## src/rtl/st_video_pkg.sv

```systemverilog
// Shared video timing package: display modes and line/frame boundary constants,
// used by syncgen and the vertical DE generator.
package st_video_pkg;

    localparam int unsigned HCNT_W = 9;
    localparam int unsigned VCNT_W = 9;

    // Line length (en8 cycles) and frame length (lines) per mode
    localparam int unsigned HT_PAL  = 512;
    localparam int unsigned VT_PAL  = 313;
    localparam int unsigned HT_NTSC = 508;
    localparam int unsigned VT_NTSC = 263;
    localparam int unsigned HT_MONO = 224;
    localparam int unsigned VT_MONO = 501;

    // Horizontal sync sits at the end of the line
    localparam int unsigned HSYNC_LEN_COLOUR = 40;
    localparam int unsigned HSYNC_LEN_MONO   = 16;

    localparam int unsigned HDE_FIRST_COLOUR = 56;
    localparam int unsigned HDE_LAST_COLOUR  = 375;
    localparam int unsigned HDE_FIRST_MONO   = 4;
    localparam int unsigned HDE_LAST_MONO    = 163;

    // Colour blanking covers the last HBLANK_LEAD and first HBLANK_TAIL cycles
    localparam int unsigned HBLANK_LEAD = 64;
    localparam int unsigned HBLANK_TAIL = 16;

    localparam int unsigned VSYNC_LINES_COLOUR = 3;
    localparam int unsigned VSYNC_LINES_MONO   = 2;

    typedef enum logic [1:0] {
        MODE_PAL  = 2'd0,
        MODE_NTSC = 2'd1,
        MODE_MONO = 2'd2
    } video_mode_e;

    typedef struct packed {
        logic [HCNT_W-1:0] hs_first;
        logic [HCNT_W-1:0] hde_first;
        logic [HCNT_W-1:0] hde_last;
        logic [HCNT_W-1:0] hb_first;
        logic [HCNT_W-1:0] hb_tail;
        logic              hb_en;
        logic [VCNT_W-1:0] vs_last;
    } decode_limits_t;

    function automatic int unsigned line_len(input video_mode_e mode);
        int unsigned ht;
        case (mode)
            MODE_NTSC: ht = HT_NTSC;
            MODE_MONO: ht = HT_MONO;
            default:   ht = HT_PAL;
        endcase
        return ht;
    endfunction

    function automatic int unsigned frame_len(input video_mode_e mode);
        int unsigned vt;
        case (mode)
            MODE_NTSC: vt = VT_NTSC;
            MODE_MONO: vt = VT_MONO;
            default:   vt = VT_PAL;
        endcase
        return vt;
    endfunction

    function automatic logic [HCNT_W-1:0] line_last(input video_mode_e mode);
        return HCNT_W'(line_len(mode) - 1);
    endfunction

    function automatic logic [VCNT_W-1:0] frame_last(input video_mode_e mode);
        return VCNT_W'(frame_len(mode) - 1);
    endfunction

    // Output decode boundaries for a given mode
    function automatic decode_limits_t decode_limits(input video_mode_e mode);
        decode_limits_t lim;
        int unsigned    ht;
        logic           mono;
        ht   = line_len(mode);
        mono = (mode == MODE_MONO);
        lim.hs_first  = HCNT_W'(ht - (mono ? HSYNC_LEN_MONO : HSYNC_LEN_COLOUR));
        lim.hde_first = HCNT_W'(mono ? HDE_FIRST_MONO : HDE_FIRST_COLOUR);
        lim.hde_last  = HCNT_W'(mono ? HDE_LAST_MONO : HDE_LAST_COLOUR);
        lim.hb_first  = HCNT_W'(ht - HBLANK_LEAD);
        lim.hb_tail   = HCNT_W'(HBLANK_TAIL);
        lim.hb_en     = !mono;
        lim.vs_last   = VCNT_W'((mono ? VSYNC_LINES_MONO : VSYNC_LINES_COLOUR) - 1);
        return lim;
    endfunction

endpackage

```

## src/rtl/syncgen.sv

```systemverilog
// Horizontal/vertical sync generator for PAL, NTSC and mono timings.
// Optional SYNCGEN_NTSC_EN: when defined, cntsc selects NTSC timing; otherwise colour is always PAL.
module syncgen
    import st_video_pkg::*;
(
    input  logic              clk,
    input  logic              porb,
    input  logic              en8,
    input  logic              mde1,
    input  logic              cpal,
    input  logic              cntsc,
    output logic              hsync,
    output logic              vsync,
    output logic              hde,
    output logic              hblank,
    output logic [VCNT_W-1:0] vcnt
);

    logic [HCNT_W-1:0] hcnt_q;
    logic [HCNT_W-1:0] hcnt_d;
    logic [VCNT_W-1:0] vcnt_d;
    video_mode_e       mode_q;
    video_mode_e       mode_d;
    video_mode_e       mode_sel;
    decode_limits_t    lim_d;
    logic              hsync_d;
    logic              vsync_d;
    logic              hde_d;
    logic              hblank_d;
    logic              unused_mode_pins;

    // PAL is the fallback whenever no other mode is selected, so cpal never steers
`ifdef SYNCGEN_NTSC_EN
    assign mode_sel         = mde1 ? MODE_MONO : (cntsc ? MODE_NTSC : MODE_PAL);
    assign unused_mode_pins = cpal;
`else
    assign mode_sel         = mde1 ? MODE_MONO : MODE_PAL;
    assign unused_mode_pins = cpal ^ cntsc;
`endif

    // Counter advance; mode is sampled only at the line wrap. The >= compares
    // keep a counter left beyond a shorter new limit from running away.
    always_comb begin
        hcnt_d = hcnt_q + HCNT_W'(1);
        vcnt_d = vcnt;
        mode_d = mode_q;
        if (hcnt_q >= line_last(mode_q)) begin
            hcnt_d = '0;
            mode_d = mode_sel;
            vcnt_d = (vcnt >= frame_last(mode_q)) ? '0 : vcnt + VCNT_W'(1);
        end
    end

    // Outputs decode the counter values they are registered alongside
    always_comb begin
        lim_d    = decode_limits(mode_d);
        hsync_d  = (hcnt_d >= lim_d.hs_first);
        hde_d    = (hcnt_d >= lim_d.hde_first) && (hcnt_d <= lim_d.hde_last);
        hblank_d = lim_d.hb_en && ((hcnt_d >= lim_d.hb_first) || (hcnt_d < lim_d.hb_tail));
        vsync_d  = (vcnt_d <= lim_d.vs_last);
    end

    always_ff @(posedge clk or negedge porb) begin
        if (!porb) begin
            hcnt_q <= '0;
            vcnt   <= '0;
            mode_q <= MODE_PAL;
            hsync  <= 1'b0;
            vsync  <= 1'b0;
            hde    <= 1'b0;
            hblank <= 1'b0;
        end else if (en8) begin
            hcnt_q <= hcnt_d;
            vcnt   <= vcnt_d;
            mode_q <= mode_d;
            hsync  <= hsync_d;
            vsync  <= vsync_d;
            hde    <= hde_d;
            hblank <= hblank_d;
        end
    end

endmodule

```

## config.mk

```make
export PLATFORM = sky130hd
export DESIGN_NAME = syncgen
export DESIGN_NICKNAME = d
export VERILOG_FILES = /design/src/rtl/st_video_pkg.sv /design/src/rtl/syncgen.sv
export SDC_FILE = /design/constraint.sdc
export NUM_CORES = 1
export LEC_CHECK = 0
export ABC_AREA = 1
export BUFFER_PORTS_ARGS = -buffer_cell sky130_fd_sc_hd__buf_4
export CORE_MARGIN = 8
export CORE_UTILIZATION = 46
export DETAILED_ROUTE_END_ITERATION = 8
export GPL_TIMING_DRIVEN = 0
export PLACE_DENSITY = 0.76
export SYNTH_ARGS = -nofsm -noshare
export SYNTH_HDL_FRONTEND = slang
export SYNTH_SLANG_ARGS = --single-unit
```

## constraint.sdc

```tcl
create_clock -name clk -period 4.75 [get_ports clk]
set_input_delay 0.475 -clock clk [delete_from_list [all_inputs] [get_ports clk]]
set_output_delay 0.475 -clock clk [all_outputs]
set_load 0.01 [all_outputs]
```

==> results.toml <==
[status]
status = "finished clean"

[clock_network]
cts_resized = 0
cts-root-buf = "clkbuf_8"
cts_buffers = 3
clkSlewWorstSetupHoldPaths_ps = 90
postCtsSetupBuffers = 0
tritoncts = "built"
clock_latency_ps = 270
clock-sinks = 24
cts_buffer_depth = 2
holdBufCountCts = 0
cts_max_level = 1

[worst_setup_path]
crit_fanout = 12
slowest_delay_ps = 540
cp_cell_sequence = "inv_1 -> ha_1 -> ha_1 -> inv_1 -> nor2_1 -> nand2_1 -> nand2_1 -> a21oi_4 -> nand2_4 -> buf_2 -> o21ai_0 -> ha_1 -> ha_1 -> a21oi_1 -> o31ai_1 -> a21oi_1 -> nand3_1 -> nor2_1 -> nor2_1 -> nand2_1 -> nand2_1"
cp.buffers_inverters = 3
r2r_end = "hde"
critPathKind = "flip-flop to flip-flop"
regToRegSetupSlack_ps = 670
cp.required_ps = 4920
slowest_stage = "ha_1"
cp.arrival_ps = 4250
crit_family = "adder cells"
worstSetupStartpointType = "flip-flop"
end_kind = "flip-flop"
reg2regPathDepth = 21
timing.rr.start = "mode_q[1]"

[synth]
ys_types = 30
yosysWarnings = 0
yosysSeqAreaShare = 0.250
postSynthAreaPerCell_sq_um = 6.59
syn-instance-count = 365
synth_area_sq_um = 2400
synth_seq_cells = 24
syn-num-nets = 406

[detailed_routing]
via_per_inst = 5.12
wirelength_microns = 5830
post_drt_wl_per_cell_microns = 12.8
vias = 2328
dr.first_iter.drc_count = 134
route.detailed.drc = 0
drtAntennaViolNets = 0
dr.pass1.iters = 4

[global_route]
track_usage = 0.161
grt.overflow.total = 0
grt_pass1_wl_microns = 10100
antenna_found_initial = 0
grt_max_degree = 25
grt_pass1_vias = 2251

[pwr]
power_density_nw_per_um2 = 625
switchingPower_mw = 0.846
intPower_mw = 0.830
pwr-share-seq = 0.227
switching_share = 0.505
ir_drop_v = 0.000465
p_leak_nw = 1.51
pwr-share-clk = 0.109
power_frac_comb = 0.664

[finish]
fill_cells = 486
most-common-layout-cells = "nand2_1 (99), inv_1 (58), nor2_1 (46), ha_1 (35), nand3_1 (26)"
num-nets-final = 427
drive_above_1_share = 0.0831
postLayoutCoreUtil = 0.529
diodes = 0
final_common_cell = "nand2_1"
syn_to_final_growth_pct = 11.6

[floorplanning]
io_pins = 19
die_h_microns = 88.3
rows = 26
coreArea_sq_um = 5070
dieWidth_microns = 88.3
die_area_sq_um = 7790
initial_core_util = 0.474

[sta]
worst_slew_pin_slew_ps = 513
hold_viol = 0
tns_ps = 0
fmax_mhz = 245
finalCriticalPeriod_ps = 4080
finalMaxSlewViolations = 0
final.period_utilization = 0.859
slew-limit-headroom = 0.654
finalSetupViolations = 0
clock-skew-final_ps = 6.60
rsz0062_at_grt = "false"

[place]
gp_congestion = 0.844
portBuffers = 16
place_hpwl_microns = 4690

[worst_hold_path]
hp-class = "primary input to async pin"

[job]
max_cap_violations = 0
[area by class of cell]
class	count	area [sq um]	share of cell area
plain buffers	6	32.5	0.0121
repair buffers	16	120	0.0448
clock inverters	1	30.0	0.0112
well taps	70	87.6	0.0326
clock buffers	3	41.3	0.0154
flip-flops and latches	24	601	0.224
multi-input cells	275	1550	0.576
inverters	60	225	0.0840
[worst max path at each step]
stage                     startpoint   to  slack (ps)  cells after the start
after floorplan            mode_q[0]  hde        1440                     21
after global placement     mode_q[0]  hde         910                     21
after detailed placement   mode_q[1]  hde         740                     21
after CTS                  mode_q[1]  hde         720                     21
after global routing       mode_q[1]  hde         320                     21
final                      mode_q[1]  hde         670                     21
[Yosys cell counts]
cell type	number	area [sq um]
a21o_1	1	7.51
a21oi_1	9	45.0
a21oi_4	1	16.3
a221oi_1	1	8.76
a31oi_1	1	6.26
buf_2	2	10.0
buf_6	1	11.3
clkbuf_1	3	11.3
dfrtp_1	24	601
ha_1	35	438
inv_1	58	218
inv_2	2	7.51
mux2i_1	1	10.0
nand2_1	99	372
nand2_4	1	11.3
nand3_1	26	130
nand4_1	6	37.5
nor2_1	46	173
nor2_2	4	25.0
nor3_1	5	25.0
nor3_2	1	10.0
nor3b_1	1	7.51
o211ai_1	1	7.51
o21a_1	2	15.0
o21ai_0	22	110
o21ai_1	3	15.0
o21bai_1	2	15.0
o31ai_1	1	7.51
xnor2_1	2	17.5
xor2_1	4	35.0
[worst reg2reg max path, delay by kind of cell, from the launching register on]
family	cells	cell delay, ps
AND/OR/NAND/NOR	9	690
flip-flops	1	410
adder cells (fa/ha/maj)	4	1430
AO/OA/AOI/OAI	5	1040
buffers and inverters	3	420
[state kept, by name, indices dropped and copies added (netlist names)]
name	count
hblank	1
hcnt_q	9
hde	1
hsync	1
mode_q	2
vcnt	9
vsync	1
[cell families (layout without fill, tap and decap cells)]
group           after synthesis  in the layout  share of synthesized area
compound gates               44             44                      0.106
fa+ha+maj                    35             35                      0.182
buf+inv                      66             86                      0.107
xor+xnor                      6              6                     0.0219
simple gates                189            189                      0.329
mux                           1              1                    0.00416
flops                        24             24                      0.250
[metal layers]
metal / global-route usage / up-vias / part of all wire
met5: 0 / - / 0
met4: 0.0584 / 0 / 0.013
met3: 0.0232 / 7 / 0.035
met2: 0.266 / 43 / 0.45
met1: 0.206 / 1069 / 0.50
li1: - / 1209 / -
[per-stage QoR]
step	power (mW)	worst slack (ps)	area, sq um	cells	hold WS (ps)
3_5_place_dp	1.49	735	2610	451	397
2_1_floorplan	1.19	1440	2400	365	179
6_report	1.68	667	2680	455	99.7
5_1_grt	1.88	316	2680	455	103
4_1_cts	1.68	721	2680	455	97.5
3_3_place_gp	1.43	906	2610	451	400
[power by group through the flow]
stage	Combinational [mW]	Sequential [mW]	Clock [mW]
after global placement	1.05	0.379	0
after CTS	1.11	0.379	0.185
after detailed placement	1.10	0.383	0
after global routing	1.29	0.396	0.195
after floorplan	0.811	0.374	0
final	1.11	0.381	0.182
Note: power is estimated with default switching activity, not from simulation.
